File: config.mk
export PLATFORM = sky130hd
export DESIGN_NAME = uart_tx_arbiter
export DESIGN_NICKNAME = d
export VERILOG_FILES = /design/src/rtl/uart_tx_arbiter.sv
export SDC_FILE = /design/constraint.sdc
export NUM_CORES = 1
export LEC_CHECK = 0
export ABC_CLOCK_PERIOD_IN_PS = 2300
export BUFFER_PORTS_ARGS = -buffer_cell sky130_fd_sc_hd__buf_2
export CAP_MARGIN = 20
export CORE_MARGIN = 8
export CORE_UTILIZATION = 47
export DETAILED_ROUTE_END_ITERATION = 8
export PLACE_DENSITY = 0.83
export SLEW_MARGIN = 20
export SYNTH_ARGS = -nofsm -noshare
export SYNTH_HDL_FRONTEND = slang
export SYNTH_SLANG_ARGS = --single-unit
File: constraint.sdc
create_clock -name clk -period 2.3 [get_ports clk]
set_input_delay 0.69 -clock clk [delete_from_list [all_inputs] [get_ports clk]]
set_output_delay 0.69 -clock clk [all_outputs]
set_load 0.03 [all_outputs]
File: src/rtl/uart_tx_arbiter.sv
// Packet-level round-robin arbiter sharing one byte-wide UART transmitter among N_REQ requesters.
// Optional UART_TX_ARB_PRIO_EN: requester 0 wins every arbitration it takes part in.
//
// state | meaning
// IDLE  | no owner; pick the next requester with a pending byte
// LOCK  | owner holds the transmitter; bytes accepted one at a time into the buffer
// DRAIN | packet ended (last byte or timeout); wait for the buffer to empty, then release
module uart_tx_arbiter #(
  parameter int          N_REQ   = 4,
  parameter logic [15:0] TIMEOUT = 16'd50000
) (
  input  logic               clk,
  input  logic               rst,
  input  logic [N_REQ-1:0]   req_valid,
  input  logic [8*N_REQ-1:0] req_data,
  input  logic [N_REQ-1:0]   req_last,
  output logic [N_REQ-1:0]   req_ready,
  output logic [7:0]         tx_data,
  output logic               tx_valid,
  input  logic               tx_ready,
  output logic [N_REQ-1:0]   grant,
  output logic               busy,
  output logic               timeout_err
);

  localparam int IW = (N_REQ > 1) ? $clog2(N_REQ) : 1;

  typedef enum logic [1:0] {
    IDLE  = 2'd0,
    LOCK  = 2'd1,
    DRAIN = 2'd2
  } state_t;

  state_t           r_state;
  logic [N_REQ-1:0] r_grant;
  logic [IW-1:0]    r_gidx;
  logic [IW-1:0]    r_rr_ptr;
  logic [15:0]      r_cnt;
  logic [7:0]       r_tx_data;
  logic             r_tx_valid;
  logic             r_timeout_err;

  logic [IW-1:0]    w_pick;
  logic [IW-1:0]    w_try;
  logic             w_found;
  logic             w_own_valid;
  logic             w_own_last;
  logic [7:0]       w_own_data;
  logic             w_accept_ok;
  logic             w_hs;
  logic [IW-1:0]    w_rr_next;

  // First pending requester at or above rr_ptr, wrapping around.
  always_comb begin
    w_pick  = '0;
    w_try   = '0;
    w_found = 1'b0;
    for (int k = 0; k < N_REQ; k++) begin
      w_try = IW'((int'(r_rr_ptr) + k) % N_REQ);
      if (!w_found && req_valid[w_try]) begin
        w_found = 1'b1;
        w_pick  = w_try;
      end
    end
`ifdef UART_TX_ARB_PRIO_EN
    if (req_valid[0]) w_pick = '0;
`endif
  end

  assign w_own_valid = req_valid[r_gidx];
  assign w_own_last  = req_last[r_gidx];
  assign w_own_data  = req_data[{r_gidx, 3'b000} +: 8];

  // A byte is taken only into a strictly empty buffer.
  assign w_accept_ok = (r_state == LOCK) && !r_tx_valid;
  assign w_hs        = w_accept_ok && w_own_valid;
  assign req_ready   = {N_REQ{w_accept_ok}} & r_grant & req_valid;

  always_comb begin
    w_rr_next = (r_gidx == IW'(N_REQ - 1)) ? '0 : r_gidx + 1'b1;
`ifdef UART_TX_ARB_PRIO_EN
    if (r_gidx == '0) w_rr_next = r_rr_ptr;
`endif
  end

  always_ff @(posedge clk or posedge rst) begin
    if (rst) begin
      r_state       <= IDLE;
      r_grant       <= '0;
      r_gidx        <= '0;
      r_rr_ptr      <= '0;
      r_cnt         <= '0;
      r_tx_data     <= '0;
      r_tx_valid    <= 1'b0;
      r_timeout_err <= 1'b0;
    end else begin
      r_timeout_err <= 1'b0;
      if (r_tx_valid && tx_ready) r_tx_valid <= 1'b0;

      case (r_state)
        IDLE: begin
          r_cnt <= '0;
          if (|req_valid) begin
            r_gidx  <= w_pick;
            r_grant <= N_REQ'(1) << w_pick;
            r_state <= LOCK;
          end
        end

        LOCK: begin
          if (w_hs) begin
            r_tx_data  <= w_own_data;
            r_tx_valid <= 1'b1;
            r_cnt      <= '0;
            if (w_own_last) r_state <= DRAIN;
          end else if (!w_own_valid && !r_tx_valid) begin
            if (r_cnt == TIMEOUT - 16'd1) begin
              r_timeout_err <= 1'b1;
              r_cnt         <= '0;
              r_state       <= DRAIN;
            end else begin
              r_cnt <= r_cnt + 16'd1;
            end
          end else begin
            r_cnt <= '0;
          end
        end

        DRAIN: begin
          r_cnt <= '0;
          if (!r_tx_valid) begin
            r_state  <= IDLE;
            r_grant  <= '0;
            r_rr_ptr <= w_rr_next;
          end
        end

        default: begin
          r_state <= IDLE;
          r_grant <= '0;
        end
      endcase
    end
  end

  assign tx_data     = r_tx_data;
  assign tx_valid    = r_tx_valid;
  assign grant       = r_grant;
  assign timeout_err = r_timeout_err;
  assign busy        = (r_state != IDLE) || r_tx_valid;

endmodule

== Word level (Yosys, flattened, before mapping) ==
Cells that the tools add are included.

* Multiplexer cells: 41
* Add/subtract/negate cells: 5
* Bitwise gates (word level): 4
* Shift-type cells: 2
* Reduce and logical (&&, ||, !) cells: 23
* Equality and inequality tests: 9
* Order comparisons: 5

{| class="wikitable"
|+ Operators by type and width
! operator !! count
|-
| $mux W16 || 3
|-
| $pmux W16 S2 || 1
|-
| $shiftx A32 B6 Y8 || 1
|-
| $mux W2 || 11
|-
| $add A16 B1 Y16 const B || 1
|-
| $eq A16 B16 Y1 const B || 1
|-
| $mux W1 || 16
|-
| $lt A2 B3 Y1 const B || 5
|-
| $bmux W1 S2 || 6
|-
| $pmux W4 S3 || 1
|-
| $and A4 B4 Y4 || 2
|-
| $mux W4 || 2
|-
| $logic_and A1 B1 Y1 || 7
|-
| $ne A3 B2 Y1 const B || 2
|-
| $pmux W2 S3 || 1
|-
| $reduce_and A2 Y1 || 3
|-
| $logic_not A1 Y1 || 5
|-
| $reduce_and A5 Y1 || 1
|-
| $add A2 B1 Y2 const B || 2
|-
| $add A2 B2 Y2 const B || 2
|-
| $eq A2 B2 Y1 const B || 2
|-
| $ne A2 B2 Y1 const B || 2
|-
| $reduce_bool A2 Y1 || 2
|-
| $reduce_or A4 Y1 || 1
|-
| 8 further kinds || 9
|}

* Word-level logic and storage cells: 97
* Bits of input ports: 43
* Flip-flop bits (word level): 36
* Output and inout port bits: 19

== Longest topological paths before layout ==
* Depth in word-level cells: 15
* Depth in mapped cells: 7
* Depth with buffers taken out: 5

== Worst setup path after synthesis ==
No wires, ideal clock.

* Path kind: register to register
* Start: register r_cnt[4]
* End: register r_cnt[1]
* Stages on the path, launching flop included: 7
* Path buffers: 3
* Clock period less this slack: 2.148 ns
* Arrival: 2.026 ns
* Required time: 2.178 ns
* Library setup time: 0.122 ns
* Path slack: 0.152 ns
* Cell sequence: dfrtp_1 buf_6 or4b_4 or4_1 buf_2 buf_6 a32o_1

* Longest elaborated chain between the ends: 5

{| class="wikitable"
|+ RTL lines
! item !! RTL line !! text
|-
| start, declared || 38 || <nowiki>logic [15:0] r_cnt;</nowiki>
|-
| start signal, assigned || 122 || <nowiki>r_cnt <= r_cnt + 16'd1;</nowiki>
|-
| $eq A16 B16 Y1 || 117 || <nowiki>if (r_cnt == TIMEOUT - 16'd1) begin</nowiki>
|-
| $mux W16 || 117 ||
|-
| $mux W16 || 116 || <nowiki>end else if (!w_own_valid && !r_tx_valid) begin</nowiki>
|-
| $mux W16 || 111 || <nowiki>if (w_hs) begin</nowiki>
|-
| $pmux W16 S2 || 100 || <nowiki>case (r_state)</nowiki>
|}

Every way passes these cells.
A chain may end at the register's enable or synchronous reset.

== Final worst setup path ==
* Start: register r_cnt[13]
* End: register r_cnt[5]

The elaborated chain is that of the path after synthesis.

==> reports/qor.yml <==
seqPwrFrac_pct: 32.4
ff2ff_setup_slack_ps: 110
clk_pin_slew_worst_paths_ps: 80
multi_input_area_sq_um: 1134
syn_to_final_growth_pct: 26.72
cp-startpoint: "r_cnt[13]$_DFFE_PP0P_"
diodes: 0
post_cts_buffers: 0
grt_start_max_net_pins: 37
cts_buffers: 5
dr.first_iter.drc_count: 175
p_leak_uw: 0.001202
drc: 0
clockPowerShare_pct: 17.2
synth_nets: 245
wire_per_inst_um: 17.16
slew_headroom_pct: 65.27
r2r_cells: 5
setup_viol: 0
hold_viol_final: 0
min_period_over_period_pct: 95.26
via_per_inst: 5.848
synth_top_area_cell: "dfrtp_1"
io-pin-count: 62
hpwl_um: 4350
antenna_found_initial: 0
finalSetupTns_ps: 0
mostFrequentLayoutCell: "buf_2"
rsz0062_at_grt: "false"
yosysUniqueCellTypes: 48
ys_ff_latch: 36
worst_clock_skew_ps: 8.426
slew_violations: 0
cts_tree: "done"
drt_wl_total_um: 5664
synthTopCellsByArea: "dfrtp_1, mux4_2, mux2_2"
cts_root_buffer: "clkbuf_8"
crit_required_ps: 2470
seq_area_frac_synth_pct: 42.76
avgSynthCellArea_sq_um: 10.54
nets: 323
max_slew.worst_pin.slew_ps: 516.1
ys_warn_count: 0
p_switching_uw: 1193
synth_area_sq_um: 2107
irDropWorstVdd_v: 0.0005663
dr.pass1.iters: 4
die_h_um: 82.96
path_max_fanout: 5
seqCellArea_sq_um: 900.9
core_sq_um: 4324
cts_max_level: 2
cp-start-kind: "flop"
final_cell_mix: "buf_2, dfrtp_1, nand2_1, buf_4"
crit_end: "r_cnt[5]$_DFFE_PP0P_"
grt_pass1_wl_um: 9473
max_cap_viol_count: 0
p_int_uw: 1688
place.gp.congestion: 0.9073
synth_edf_count: 0
path_class: "reg2reg"
power_uw: 2882
fmax_ghz: 0.4564
first_global_vias: 2050
dieArea_sq_um: 6882
syn-instance-count: 200
clk_latency_ps: 290
final_area_sq_um: 2670
row_count: 24
status: "complete, no violations"
numClockSinks: 36
start_util_pct: 48.73
via_count: 1930
ys_async_sr_fraction_pct: 100.0
synth_ff_type: "dfrtp_1"
clk_path_buf_depth: 2
grt_overflow: 0
die_width_um: 82.96
regToRegEndpoint: "r_cnt[5]$_DFFE_PP0P_"
reg2reg_from: "r_cnt[13]$_DFFE_PP0P_"
period_minus_slack_ps: 2191
fill_cells: 374
grt_use_total_pct: 16.47
drtAntennaViolNets: 0
synth_top_area_share_pct: 42.76
placed_area_sq_um: 2569
hold_class: "in2async"
power_density_nw_per_um2: 1079
drive_gt1_share_pct: 39.57
cp.arrival_ps: 2360
comb_power_share_pct: 50.4
hold_ws_ps: 483.5
port-buffer-count: 61
swShare_pct: 41.41
critPathCaptureType: "flop"
==> layer usage <==
layer / share of wire [%] / global-route usage [%] / vias to the layer above
met3: 7.0 / 5.273 / 10
met1: 40 / 18.74 / 908
met4: 2.1 / 7.348 / 0
li1: - / - / 927
met5: 0 / 0 / -
met2: 51 / 27.44 / 85
==> through the flow <==
step / setup slack [ps] / utilization [%] / cells
2_1_floorplan: 152.5 / - / 200
3_3_place_gp: 89.72 / 59.40 / 323
3_5_place_dp: 64.27 / 59.40 / 323
4_1_cts: 63.87 / 61.63 / 330
5_1_grt: 23.29 / 61.75 / 330
6_report: 109.0 / 61.75 / 330
==> timing repair <==
item	in CTS	in global routing
endpoints found under the setup margin	0	4
gates resized for setup	0	1
endpoints found under the hold margin	0	0
hold buffers	0	0
==> cell usage after synthesis, types with 2 or more instances <==
cell,n
a22o_1,3
nor2b_1,3
o2bb2ai_1,2
clkbuf_1,4
nand2b_1,3
mux4_2,10
inv_1,7
a41oi_1,2
a31oi_1,7
mux2_2,9
o211ai_1,6
nor4_1,6
and3_1,4
or4_1,4
a21oi_1,4
o21ai_0,10
nor2_1,7
nand3_1,9
nand2_1,19
dfrtp_1,36
xnor2_1,3
nor3b_1,2
buf_6,2
o22ai_1,2
buf_2,2
ha_1,2
or3_1,4
nand4_1,5
nor3_1,4
==> final cells by class <==
type / count / area share (%)
clock buffers: 7 / 3.608
well taps: 52 / 2.437
multi-input cells: 148 / 42.46
repair buffers: 80 / 16.78
flip-flops and latches: 36 / 33.74
inverters: 7 / 0.9841
==> power groups by stage <==
stage	combinational [uW]	clock (uW)	sequential [uW]
4_1_cts	1460	499	930
3_5_place_dp	1460	0	940
3_3_place_gp	1410	0	927
5_1_grt	1560	530	962
6_report	1450	495	934
2_1_floorplan	779	0	1140
==> critical path, cell delays in order (launching register included) <==
cell and delay [ps]:
dfrtp_1 430, or4b_4 500, or4_1 640, buf_4 210
a41oi_1 230, a31oi_1 60
==> cell families (layout without fill, tap and decap cells) <==
logic type,Yosys count,after routing,synth area share [%]
buf+inv,16,94,3.682
mux,20,20,15.97
simple gates,76,76,19.72
xor+xnor,4,4,1.663
flops,36,36,42.76
fa+ha+maj,2,2,1.187
compound gates,46,46,15.02
==> sequential cells by signal (all words and copies together) (netlist names) <==
| signal | count |
|---|---|
| grant | 4 |
| r_cnt | 16 |
| r_gidx | 2 |
| r_rr_ptr | 2 |
| r_state | 2 |
| timeout_err | 1 |
| tx_data | 8 |
| tx_valid | 1 |
==> how the worst min path moves through the flow <==
stage | startpoint | to | slack, ps | depth (start not counted)
floorplan | r_cnt[13]$_DFFE_PP0P_ | r_cnt[13]$_DFFE_PP0P_ | 470 | 1
CTS | rst | r_cnt[13]$_DFFE_PP0P_ | 500 | 3
detailed placement | tx_data[1]$_DFFE_PP0P_ | tx_data[1]$_DFFE_PP0P_ | 490 | 1
global route | tx_data[0]$_DFFE_PP0P_ | tx_data[0]$_DFFE_PP0P_ | 520 | 1
global placement | tx_data[0]$_DFFE_PP0P_ | tx_data[0]$_DFFE_PP0P_ | 480 | 1
finish | rst | r_cnt[8]$_DFFE_PP0P_ | 480 | 3
(Power assumes the default switching activity.)
